==> src/rtl/aes_top_pack.sv <==
// Shared transmit-stream constants and arbiter state type.
// Imported by the stream arbiter and its round-robin picker.
package aes_top_pack;

  localparam int AES_ST_DATA_WIDTH  = 32;
  localparam int AES_ST_EMPTY_WIDTH = 2;

  typedef enum logic {
    ARB_IDLE,
    ARB_XFER
  } arb_state_e;

endpackage

==> src/rtl/aes_rr_pick.sv <==
// Combinational round-robin picker: first set request
// scanning upward from last_grant+1, wrapping at NUM_PORTS.
module aes_rr_pick
  import aes_top_pack::*;
#(
  parameter int NUM_PORTS = 2,
  parameter int IDX_W     = $clog2(NUM_PORTS)
) (
  input  logic [NUM_PORTS-1:0] req,
  input  logic [IDX_W-1:0]     last_grant,
  output logic                 pick_valid,
  output logic [IDX_W-1:0]     pick_idx
);

  always_comb begin
    int j;
    logic [IDX_W-1:0] jj;
    pick_valid = 1'b0;
    pick_idx   = '0;
    j          = 0;
    jj         = '0;
    for (int k = 1; k <= NUM_PORTS; k++) begin
      j = int'(last_grant) + k;
      if (j >= NUM_PORTS) j = j - NUM_PORTS;
      jj = IDX_W'(j);
      if (!pick_valid && req[jj]) begin
        pick_valid = 1'b1;
        pick_idx   = jj;
      end
    end
  end

endmodule

==> src/rtl/aes_tx_stream_arbiter.sv <==
// Packet-level round-robin arbiter onto one registered Avalon-ST stream.
// Define AES_TX_ARB_STATS_EN to add per-port packet counters (pkt_count).
module aes_tx_stream_arbiter
  import aes_top_pack::*;
#(
  parameter int NUM_PORTS   = 2,
  parameter int DATA_WIDTH  = AES_ST_DATA_WIDTH,
  parameter int EMPTY_WIDTH = AES_ST_EMPTY_WIDTH
) (
  input  logic                             clk,
  input  logic                             rst,
  input  logic [NUM_PORTS*DATA_WIDTH-1:0]  in_data,
  input  logic [NUM_PORTS-1:0]             in_valid,
  input  logic [NUM_PORTS-1:0]             in_sop,
  input  logic [NUM_PORTS-1:0]             in_eop,
  input  logic [NUM_PORTS*EMPTY_WIDTH-1:0] in_empty,
  output logic [NUM_PORTS-1:0]             in_ready,
  input  logic [NUM_PORTS-1:0]             cfg_port_en,
  output logic [DATA_WIDTH-1:0]            out_data,
  output logic                             out_valid,
  output logic                             out_sop,
  output logic                             out_eop,
  output logic [EMPTY_WIDTH-1:0]           out_empty,
  input  logic                             out_ready,
  output logic                             grant_valid,
  output logic [$clog2(NUM_PORTS)-1:0]     grant_idx,
  output logic                             orphan_err
`ifdef AES_TX_ARB_STATS_EN
  ,
  output logic [NUM_PORTS*32-1:0]          pkt_count
`endif
);

  localparam int IDX_W = $clog2(NUM_PORTS);

  arb_state_e             state;
  logic [IDX_W-1:0]       last_grant;
  logic [NUM_PORTS-1:0]   req;
  logic [NUM_PORTS-1:0]   orphan;
  logic                   pick_valid;
  logic [IDX_W-1:0]       pick_idx;
  logic                   take;

  logic [DATA_WIDTH-1:0]  data_a  [NUM_PORTS];
  logic [EMPTY_WIDTH-1:0] empty_a [NUM_PORTS];
  logic [DATA_WIDTH-1:0]  g_data;
  logic [EMPTY_WIDTH-1:0] g_empty;
  logic                   g_valid;
  logic                   g_sop;
  logic                   g_eop;

  for (genvar i = 0; i < NUM_PORTS; i++) begin : g_split
    assign data_a[i]  = in_data[i*DATA_WIDTH +: DATA_WIDTH];
    assign empty_a[i] = in_empty[i*EMPTY_WIDTH +: EMPTY_WIDTH];
  end

  assign g_data  = data_a[grant_idx];
  assign g_empty = empty_a[grant_idx];
  assign g_valid = in_valid[grant_idx];
  assign g_sop   = in_sop[grant_idx];
  assign g_eop   = in_eop[grant_idx];

  assign req    = in_valid & in_sop & cfg_port_en;
  assign orphan = in_valid & ~in_sop & cfg_port_en;

  aes_rr_pick #(
    .NUM_PORTS (NUM_PORTS),
    .IDX_W     (IDX_W)
  ) u_pick (
    .req        (req),
    .last_grant (last_grant),
    .pick_valid (pick_valid),
    .pick_idx   (pick_idx)
  );

  // In IDLE only orphan beats are drained; the granted
  // source sees ready only while the output slot frees up.
  always_comb begin
    in_ready = '0;
    if (!rst) begin
      unique case (state)
        ARB_IDLE: in_ready = orphan;
        ARB_XFER: in_ready[grant_idx] = out_ready | ~out_valid;
      endcase
    end
  end

  assign take = (state == ARB_XFER) && g_valid && in_ready[grant_idx];

  always_ff @(posedge clk) begin
    if (rst) begin
      state       <= ARB_IDLE;
      last_grant  <= IDX_W'(NUM_PORTS - 1);
      grant_idx   <= '0;
      grant_valid <= 1'b0;
      orphan_err  <= 1'b0;
      out_valid   <= 1'b0;
      out_sop     <= 1'b0;
      out_eop     <= 1'b0;
      out_data    <= '0;
      out_empty   <= '0;
    end else begin
      unique case (state)
        ARB_IDLE: begin
          if (|orphan) orphan_err <= 1'b1;
          if (pick_valid) begin
            grant_idx   <= pick_idx;
            grant_valid <= 1'b1;
            state       <= ARB_XFER;
          end
        end
        ARB_XFER: begin
          if (take && g_eop) begin
            last_grant  <= grant_idx;
            grant_valid <= 1'b0;
            state       <= ARB_IDLE;
          end
        end
      endcase

      if (take) begin
        out_valid <= 1'b1;
        out_data  <= g_data;
        out_sop   <= g_sop;
        out_eop   <= g_eop;
        out_empty <= g_eop ? g_empty : '0;
      end else if (out_ready) begin
        out_valid <= 1'b0;
        out_sop   <= 1'b0;
        out_eop   <= 1'b0;
        out_data  <= '0;
        out_empty <= '0;
      end
    end
  end

`ifdef AES_TX_ARB_STATS_EN
  logic [31:0] cnt [NUM_PORTS];

  always_ff @(posedge clk) begin
    if (rst) begin
      for (int i = 0; i < NUM_PORTS; i++) cnt[i] <= '0;
    end else if (take && g_eop) begin
      cnt[grant_idx] <= cnt[grant_idx] + 32'd1;
    end
  end

  for (genvar i = 0; i < NUM_PORTS; i++) begin : g_cnt
    assign pkt_count[i*32 +: 32] = cnt[i];
  end
`endif

endmodule
==> config.mk <==
export PLATFORM = sky130hd
export DESIGN_NAME = aes_tx_stream_arbiter
export DESIGN_NICKNAME = d
export VERILOG_FILES = /design/src/rtl/aes_top_pack.sv /design/src/rtl/aes_rr_pick.sv /design/src/rtl/aes_tx_stream_arbiter.sv
export SDC_FILE = /design/constraint.sdc
export NUM_CORES = 1
export LEC_CHECK = 0
export BUFFER_PORTS_ARGS = -buffer_cell sky130_fd_sc_hd__buf_2
export CORE_ASPECT_RATIO = 0.9
export CORE_UTILIZATION = 39
export CTS_CLUSTER_SIZE = 20
export DETAILED_ROUTE_END_ITERATION = 8
export GPL_ROUTABILITY_DRIVEN = 0
export PLACE_DENSITY = 0.7
export SETUP_SLACK_MARGIN = 0.1
export SLEW_MARGIN = 30
export SYNTH_ARGS = -nofsm -noshare
export SYNTH_HDL_FRONTEND = slang
export SYNTH_SLANG_ARGS = --single-unit
export TNS_END_PERCENT = 20
==> constraint.sdc <==
create_clock -name clk -period 3.79 [get_ports clk]
set_input_delay 0.758 -clock clk [delete_from_list [all_inputs] [get_ports clk]]
set_output_delay 0.758 -clock clk [all_outputs]
set_load 0.05 [all_outputs]
Word-level counts from Yosys, hierarchy flattened
Index checks and enable logic that the tools add are counted.
- register bits: 42
- input port bits: 79
- output and inout bits: 42
- logic and storage cells: 88
- add/subtract/negate cells: 4
- order comparisons: 7
- equality and inequality tests: 2
- muxes and demuxes: 43
- bitwise logic cells: 10
- reduce and logical (&&, ||, !) cells: 12
- operators with widths (kind ; number):
    two-way mux 32 bit ; 5
    two-way mux 1 bit ; 27
    two-way mux 2 bit ; 7
    bitwise AND 2 bit ; 5
    AND reduction 2 bit ; 4
    less-than comparator 1 x 2 -> 1 bit, second input constant ; 3
    logical AND 1 bit ; 5
    greater-or-equal comparator 2 bit, second input constant ; 2
    one-hot mux 1 bit (2 select lines) ; 2
    one-hot mux 2 bit (2 select lines) ; 1
    adder 1 x 2 -> 3 bit, second input constant ; 1
    greater-or-equal comparator 3 x 2 -> 1 bit, second input constant ; 1
    adder 1 x 1 -> 2 bit, second input constant ; 1
    != test 2 x 1 -> 1 bit, second input constant ; 1
    != test 2 bit, second input constant ; 1
    NOT 1 bit ; 2
    NOT 1 -> 2 bit ; 1
    NOT 2 bit ; 1
    nonzero test 2 bit ; 1
    OR reduction 2 bit ; 1
    subtractor 1 bit, second input constant ; 2
    demux 1 bit (select 1 bit) ; 1
    greater-or-equal comparator 1 bit, second input constant ; 1
    zero test 1 bit ; 1
    OR 1 bit ; 1

Logic depth before layout (Yosys ltp)
Gate-level depths: netlist (run 1).
- depth after elaboration: 13
- depth in mapped cells: 6
- depth with buffers taken out: 3

Cells and area by module
From an unflattened synthesis (run 1), not the netlist that was laid out.
- cell total of the unflattened synthesis: 336
- area total of the unflattened synthesis: 3096.7 um^2
- by module, submodules not included (module ; instances ; cells an instance ; area each (um^2) ; seq. area each (um^2)):
    aes_tx_stream_arbiter ; 1 ; 334 ; 3083.0 ; 840.8
    aes_rr_pick ; 1 ; 2 ; 13.8 ; 0.0

Worst setup path after synthesis (run 1)
Ideal clock, no wire load.
- path type: reg2out
- from: register grant_idx
- to: output in_ready[1]
- arrival: 1.914 ns
- data required time: 3.032 ns
- path slack: 1.118 ns
- stages on the path, launching flop included: 5
- path buffers: 2
- cells stage by stage: dfxtp_1 > buf_6 > buf_2 > nand3_1 > a21oi_1
- longest elaborated chain between the ends: 7
- elaborated cells on any way between the ends: 8
- those cells by class: order compare (2); mux (4); bitwise (1); reduce/logical (1)
- ends and longest elaborated chain (item ; line ; text):
    from (decl) ; aes_tx_stream_arbiter.sv:26 ; output logic [$clog2(NUM_PORTS)-1:0] grant_idx,
    from (signal assigned) ; aes_tx_stream_arbiter.sv:107 ; grant_idx <= pick_idx;
    less-than comparator 1 x 2 -> 1 bit (implied by the code) / greater-or-equal comparator 1 bit (equally long branches) ; aes_tx_stream_arbiter.sv:83 ; ARB_XFER: in_ready[grant_idx] = out_ready | ~out_valid;
    logical AND 1 bit (implied by the code) ; aes_tx_stream_arbiter.sv:83 ;
    two-way mux 1 bit (implied by the code) ; aes_tx_stream_arbiter.sv:83 ;
    demux 1 bit (select 1 bit) (*) ; aes_tx_stream_arbiter.sv:83 ;
    bitwise AND 2 bit (no source line) (*) ; -- ;
    one-hot mux 2 bit (2 select lines) (*) ; aes_tx_stream_arbiter.sv:81 ; unique case (state)
    two-way mux 2 bit (*) ; aes_tx_stream_arbiter.sv:80 ; if (!rst) begin
    to (decl) ; aes_tx_stream_arbiter.sv:17 ; output logic [NUM_PORTS-1:0] in_ready,
Mark *: on every way between the ends. The rest lies on a longest branch, timed or not.

Worst setup path after layout (run 1)
- from: input out_ready
- to: output in_ready[1]
- longest elaborated chain between the ends: 4
- ends and longest elaborated chain (item ; line ; text):
    from (decl) ; aes_tx_stream_arbiter.sv:24 ; input logic out_ready,
    OR 1 bit ; aes_tx_stream_arbiter.sv:83 ;
    bitwise AND 2 bit (no source line) ; -- ;
    one-hot mux 2 bit (2 select lines) ; aes_tx_stream_arbiter.sv:81 ;
    two-way mux 2 bit ; aes_tx_stream_arbiter.sv:80 ;
No other way between the ends.

==> results of run 1 <==
layout by cell type, fill, tap and decap left out, drive strengths merged:
cell,synthesis,layout
and3,1,1
o311a,1,1
o21a,1,1
a211oi,1,1
a21o,1,1
o311ai,35,35
o221ai,1,1
clkbuf,18,8
buf,18,125
or3,1,1
nand2,3,3
a31oi,2,2
mux2i,2,2
nor4bb,1,1
dfxtp,42,42
clkinv,0,1
o32ai,1,1
inv,6,5
nor2,3,3
nand2b,1,1
nor4,1,1
a21oi,39,39
mux2,34,34
nand3,3,3
nor2b,1,1
nand4,33,33
a2111o,3,3
nand3b,2,2
path summary, 6_finish.rpt:
path,end,depth (start not counted),slack (ns),from
max,in_ready[1],5,1.03,out_ready
min,out_data[17],2,0.48,out_data[17]
max reg2reg,last_grant,4,1.57,state
min reg2reg,out_data[17],2,0.48,out_data[17]
stage by stage:
| stage | hold slack, ns | cell area (µm²) |
|---|---|---|
| after floorplan | 0.4969 | 2359 |
| after global placement | 0.4609 | 2912 |
| after detailed placement | 0.4707 | 2939 |
| after CTS | 0.4832 | 3049 |
| after global routing | 0.5015 | 3052 |
| final | 0.4815 | 3052 |
cell type report:
type                            instances  area (µm²)
Clock buffer                            8       110.1
Fill cell                             554        2706
Inverter                                6       22.52
Multi-Input combinational cell        171        1329
Sequential cell                        42       844.6
Tap cell                               70       87.58
Timing Repair Buffer                  125       658.1
power groups by stage:
stage | clock [W] | combinational [W] | sequential (W)
floorplan | 0 | 0.000121 | 0.000520
global placement | 0 | 0.000228 | 0.000485
detailed placement | 0 | 0.000234 | 0.000485
CTS | 0.000341 | 0.000235 | 0.000475
global route | 0.000357 | 0.000253 | 0.000477
finish | 0.000333 | 0.000236 | 0.000474
flip-flops by register name, summed over array words and instances, names as in the netlist:
signal / count
out_eop: 1
grant_valid: 1
out_data: 32
orphan_err: 1
out_empty: 2
grant_idx: 1
out_sop: 1
last_grant: 1
state: 1
out_valid: 1
worst register-to-register path: cells and delay by family, from the launching register on:
| family | cells | cell delay (ns) |
|---|---|---|
| buffers and inverters | 2 | 0.74 |
| and+or+nand+nor | 1 | 0.48 |
| AOI/OAI and AO/OA | 1 | 0.15 |
| DFF | 1 | 0.73 |
kinds of logic (layout without fill, tap and decap cells):
| kind of cell | count (synthesis) | in the layout | share of synthesized area, % |
|---|---|---|---|
| flip-flops | 42 | 42 | 35.65 |
| buffers and inverters | 42 | 139 | 8.541 |
| AND/OR/NAND/NOR | 50 | 50 | 13.37 |
| multiplexers | 36 | 36 | 17.08 |
| AO/OA/AOI/OAI | 85 | 85 | 25.36 |
routing by layer:
metal	track usage (%)	routed length (µm)
met1	25.07	3028
met2	38.89	3249
met3	3.359	523
met4	8.429	78
met5	0	0
==> impl_metrics.ini, run 1 <==
[drt]
wire_per_inst_um = 16.30
drt-total-wl_mm = 6.880
drt_iter0_drc = 176
dr.pass1.iters = 6
vias = 2551
routed_via_density = 6.045
ant_nets = 0
drc = 20

[clocking]
holdBufCountCts = 0
cts_tree = yes
cts-resized-gates = 0
path_clk_slew_ns = 0.08
cts_setup_buffers = 0
cts_root_buffer = clkbuf_8
cts_buffers = 5
cts_max_path_buffers = 2
cts_max_level = 2
clock_latency_ns = 0.29
cts_sinks = 42

[global_routing]
grt_antenna_before_repair = 0
track_usage_pct = 21.04
grt_pass1_wl_mm = 10.76
grt_max_degree = 44
overflow = 0
grt_pass1_vias = 2341

[synth]
ys.flop_type = dfxtp_1
synth_seq_cells = 42
synth_nets = 334
async_flop_share_pct = 0
yosys.area.top_type_share_pct = 35.65
synthDistinctLibCells = 30
synth_most_common_cell = dfxtp_1
syn-instance-count = 255
synth_top_area_cell = dfxtp_1
synth-edff-count = 0
synth-seq-area-share_pct = 35.65
synthTopCellsByCount = 42 x dfxtp_1, 39 x a21oi_1, 34 x mux2_2
syn_area_um2 = 2359
yosys_warnings = 0
syn_area_per_cell_um2 = 9.249
yosys-top-cells-area = dfxtp_1 36%, mux2_2 16%, o311ai_0 9.3%

[critical_path]
crit_arrival_ns = 2.00
slowest_stage = nand2b_1
max_stage_delay_ns = 0.52
cp_data_required_time_ns = 3.03
startpoint_type = primary input
cp_top_family = simple AND/OR/NAND/NOR gates
path_max_fanout = 17
critical_path_class = in -> out
worstPathCellList = buf_2 -> nand2b_1 -> nand3_1 -> a21oi_1 -> buf_2
crit_top_cell = buf_2
crit_buf_inv = 2
critPathCaptureType = output pin

[timing]
setup_tns_ns = 0
setup_viol = 0
fin_crit_sh_pct = 72.80
max_freq_ghz = 0.3624
slew_headroom_pct = 34.82
slew_viol_final = 0
finalHoldViolations = 0
period_minus_slack_ns = 2.759
layout_setup_ws_ns = 1.031
fin_skew_ns = 0.004723
worst_slew_pin_slew_ns = 0.9717
rsz0062_at_grt = false

[pwr]
p_leak_nw = 1.252
power_density_nw_per_um2 = 341.9
p_sw_w = 0.0003157
p_total_w = 0.001044
irDropWorstVdd_mv = 0.2076
internal_power_w = 0.0007278
pwr-share-seq_pct = 45.5
power_frac_comb_pct = 22.6
pwr-share-clk_pct = 31.9
netSwitchingFraction_pct = 30.25

[layout]
fin_util_pct = 53.00
area_growth_pct = 29.39
instances_no_fill = 422
drive_gt1_share_pct = 48.58
final_nets = 430
diodes = 0

[die]
die_w_um = 83.97
rows = 26
core_um2 = 5758
die_y_um = 75.78
start_util_pct = 40.96
fp.dieArea_um2 = 6363
design.portCount = 121

[flow_run]
drv_cap = 0

[placement]
pre_cts_ws_ns = 1.014
io_buffers = 120
dp.cells = 414
hpwlAfterDp_mm = 4.398

[run_status]
violations = design-rule violations
status = finished, violations left

[hold_path]
hp-class = reg -> reg
Power figures use the tool's default switching activity.
==> inputs of run 2 (changes only) <==
--- a/config.mk
+++ b/config.mk
@@ -5,13 +5,14 @@
 export SDC_FILE = /design/constraint.sdc
 export NUM_CORES = 1
 export LEC_CHECK = 0
+export ABC_AREA = 1
 export BUFFER_PORTS_ARGS = -buffer_cell sky130_fd_sc_hd__buf_2
 export CORE_ASPECT_RATIO = 0.9
 export CORE_UTILIZATION = 39
 export CTS_CLUSTER_SIZE = 20
 export DETAILED_ROUTE_END_ITERATION = 8
 export GPL_ROUTABILITY_DRIVEN = 0
-export PLACE_DENSITY = 0.7
+export PLACE_DENSITY = 0.74
 export SETUP_SLACK_MARGIN = 0.1
 export SLEW_MARGIN = 30
 export SYNTH_ARGS = -nofsm -noshare
==> constraint.sdc (replaced) <==
create_clock -name clk -period 2.53 [get_ports clk]
set_input_delay 0.506 -clock clk [delete_from_list [all_inputs] [get_ports clk]]
set_output_delay 0.506 -clock clk [all_outputs]
set_load 0.05 [all_outputs]
==> run 2 against run 1 <==
  * First-iteration DRC count is 2.8% higher
  * Sequential power is 43% higher
  * Non-clock buffer count is 1 higher
  * Sequential share of layout area is 0.66 points higher
  * Die area is 2.6% lower
  * Synthesized area is 2.7% lower
  * Final cell count is 20% higher
  * Combinational power is 5% higher
  * The flow now finishes without violations
  * Largest power group unchanged
==> impl_metrics.ini, run 2 <==
[timing]
worst_slew_pin_slew_ns = 0.8284
fin_crit_sh_pct = 82.92
setup_tns_ns = 0
holdWs_ns = 0.4645
rsz0062_at_grt = false
layout_setup_ws_ns = 0.4322
slew_viol_final = 0
finalHoldViolations = 0
period_minus_slack_ns = 2.098
setup_viol = 0
slew_headroom_pct = 44.71
fin_skew_ns = 0.009155
max_freq_ghz = 0.4767

[placement]
dp.cells = 498
hpwlAfterDp_mm = 4.110
io_buffers = 120
pre_cts_ws_ns = 0.1698

[drt]
drt_iter0_drc = 181
drt-total-wl_mm = 6.179
wire_per_inst_um = 12.16
dr.pass1.iters = 4
routed_via_density = 4.913
drc = 0
ant_nets = 0
vias = 2496

[global_routing]
grt_pass1_vias = 2220
grt_max_degree = 42
overflow = 0
grt_antenna_before_repair = 0
track_usage_pct = 19.71
grt_pass1_wl_mm = 10.03

[synth]
yosys_warnings = 0
synthDistinctLibCells = 23
async_flop_share_pct = 0
synth_seq_cells = 42
yosys.area.top_type_share_pct = 36.62
synthTopCellsByCount = 118 x nand2_1, 56 x nand3_1, 42 x dfxtp_1
synth_most_common_cell = nand2_1
syn-instance-count = 329
synth_top_area_cell = dfxtp_1
synth-seq-area-share_pct = 36.62
syn_area_um2 = 2296
yosys-top-cells-area = dfxtp_1 37%, nand2_1 19%, nand3_1 12%
ys.flop_type = dfxtp_1
syn_area_per_cell_um2 = 6.979
synth-edff-count = 0
synth_nets = 408

[die]
die_w_um = 82.88
start_util_pct = 40.56
die_y_um = 74.79
core_um2 = 5660
design.portCount = 121
fp.dieArea_um2 = 6198
rows = 26

[layout]
final_common_cell = buf_2
instances_no_fill = 508
fillers = 587
largest_reg_flops = 32
drive_gt1_share_pct = 38.22
final_nets = 515
area_growth_pct = 29.26
fin_util_pct = 52.43
top_regs = out_data: 32 flops, out_empty: 2 flops
final_cell_mix = 120 x buf_2, 118 x nand2_1, 56 x nand3_1, 42 x dfxtp_1, 41 x a21oi_1
top_register = out_data

[critical_path]
cp_top_family = simple AND/OR/NAND/NOR gates
reg2regPathDepth = 5
startpoint_type = flip-flop
rrSetupSlack_ns = 0.43
crit_buf_inv = 0
slowest_stage = dfxtp_1
cp_data_required_time_ns = 2.69
rr_endpoint = out_data[1]
critical_path_class = reg -> reg
r2r-start = state
worstPathCellList = o21ai_1 -> nor2_4 -> nand2_4 -> nand3_1 -> a21oi_1
crit_arrival_ns = 2.26
path_max_fanout = 38
critPathCaptureType = flip-flop
max_stage_delay_ns = 0.51

[clocking]
cts_buffers = 5
cts-resized-gates = 0
cts_tree = yes
clock_latency_ns = 0.29
cts_max_path_buffers = 2
cts_sinks = 42
path_clk_slew_ns = 0.08
cts_max_level = 2
cts_root_buffer = clkbuf_8

[run_status]
status = completed

[pwr]
internal_power_w = 0.0009764
power_density_nw_per_um2 = 462.2
pwr-share-seq_pct = 49.3
pwr-share-clk_pct = 32.7
p_sw_w = 0.0003952
power_frac_comb_pct = 18.0
netSwitchingFraction_pct = 28.81
p_leak_nw = 1.459
irDropWorstVdd_mv = 0.2218

[flow_run]
drv_cap = 0

[hold_path]
min_path_cells = 2
whs_endpoint = last_grant
hp-class = reg -> reg
min_from = last_grant
==> run 2: cell type report <==
| type | instances | area [µm²] | share of cell area, % |
|---|---|---|---|
| repair buffers | 126 | 645.6 | 21.75 |
| clock inverters | 2 | 12.51 | 0.4216 |
| inverters | 6 | 22.52 | 0.7589 |
| clock buffers | 6 | 82.58 | 2.782 |
| multi-input cells | 255 | 1274 | 42.92 |
| flip-flops and latches | 42 | 840.8 | 28.33 |
| well taps | 70 | 87.58 | 2.951 |
| diodes | 1 | 2.502 | 0.08432 |
==> run 2: stage by stage <==
| stage | power, W | area (µm²) |
|---|---|---|
| global placement | 0.0009323 | 2864 |
| CTS | 0.001381 | 2959 |
| floorplan | 0.0008483 | 2296 |
| global route | 0.001451 | 2965 |
| detailed placement | 0.0009361 | 2864 |
| finish | 0.001372 | 2968 |
==> run 2: kinds of logic (layout without fill, tap and decap cells) <==
family	after synthesis	in the layout	share of synthesized area, %
other cells	0	1	0
compound gates	45	45	10.08
buf+inv	33	140	8.174
flops	42	42	36.62
simple gates	209	210	45.12
==> run 2: power groups by stage <==
stage / logic, W / registers (W) / clock network, W
6_report: 0.000248 / 0.000676 / 0.000448
5_1_grt: 0.000280 / 0.000677 / 0.000494
4_1_cts: 0.000246 / 0.000675 / 0.000459
3_5_place_dp: 0.000245 / 0.000691 / 0
3_3_place_gp: 0.000241 / 0.000691 / 0
2_1_floorplan: 0.000137 / 0.000711 / 0
==> run 2: worst reg2reg max path, cell delays in order, from the launching register on <==
cell,delay (ns)
dfxtp_1,0.51
o21ai_1,0.23
nor2_4,0.51
nand2_4,0.44
nand3_1,0.20
a21oi_1,0.08
==> run 2: worst max-delay path by stage <==
stage	to	start	depth (start not counted)	slack, ns
6_report	out_data[1]	state	5	0.43
5_1_grt	out_data[31]	state	5	0.27
2_1_floorplan	in_ready[1]	grant_idx	2	0.36
3_5_place_dp	out_data[1]	in_valid[0]	6	0.17
3_3_place_gp	out_data[30]	in_valid[0]	6	0.28
4_1_cts	out_data[1]	state	5	0.22
==> run 2: what timing repair did <==
| item | 4_1_cts | 5_1_grt |
|---|---|---|
| setup endpoints to repair | 0 | 28 |
| hold buffers | 0 | 0 |
| setup buffers | 0 | 0 |
==> run 2: per-layer routing <==
metal | up-vias | global-route usage, % | part of all wire, %
met5 | - | 0 | 0
met4 | 0 | 5.172 | 1.1
met3 | 4 | 4.276 | 5.9
met2 | 97 | 34.34 | 47
met1 | 1092 | 25.25 | 46
li1 | 1303 | - | -
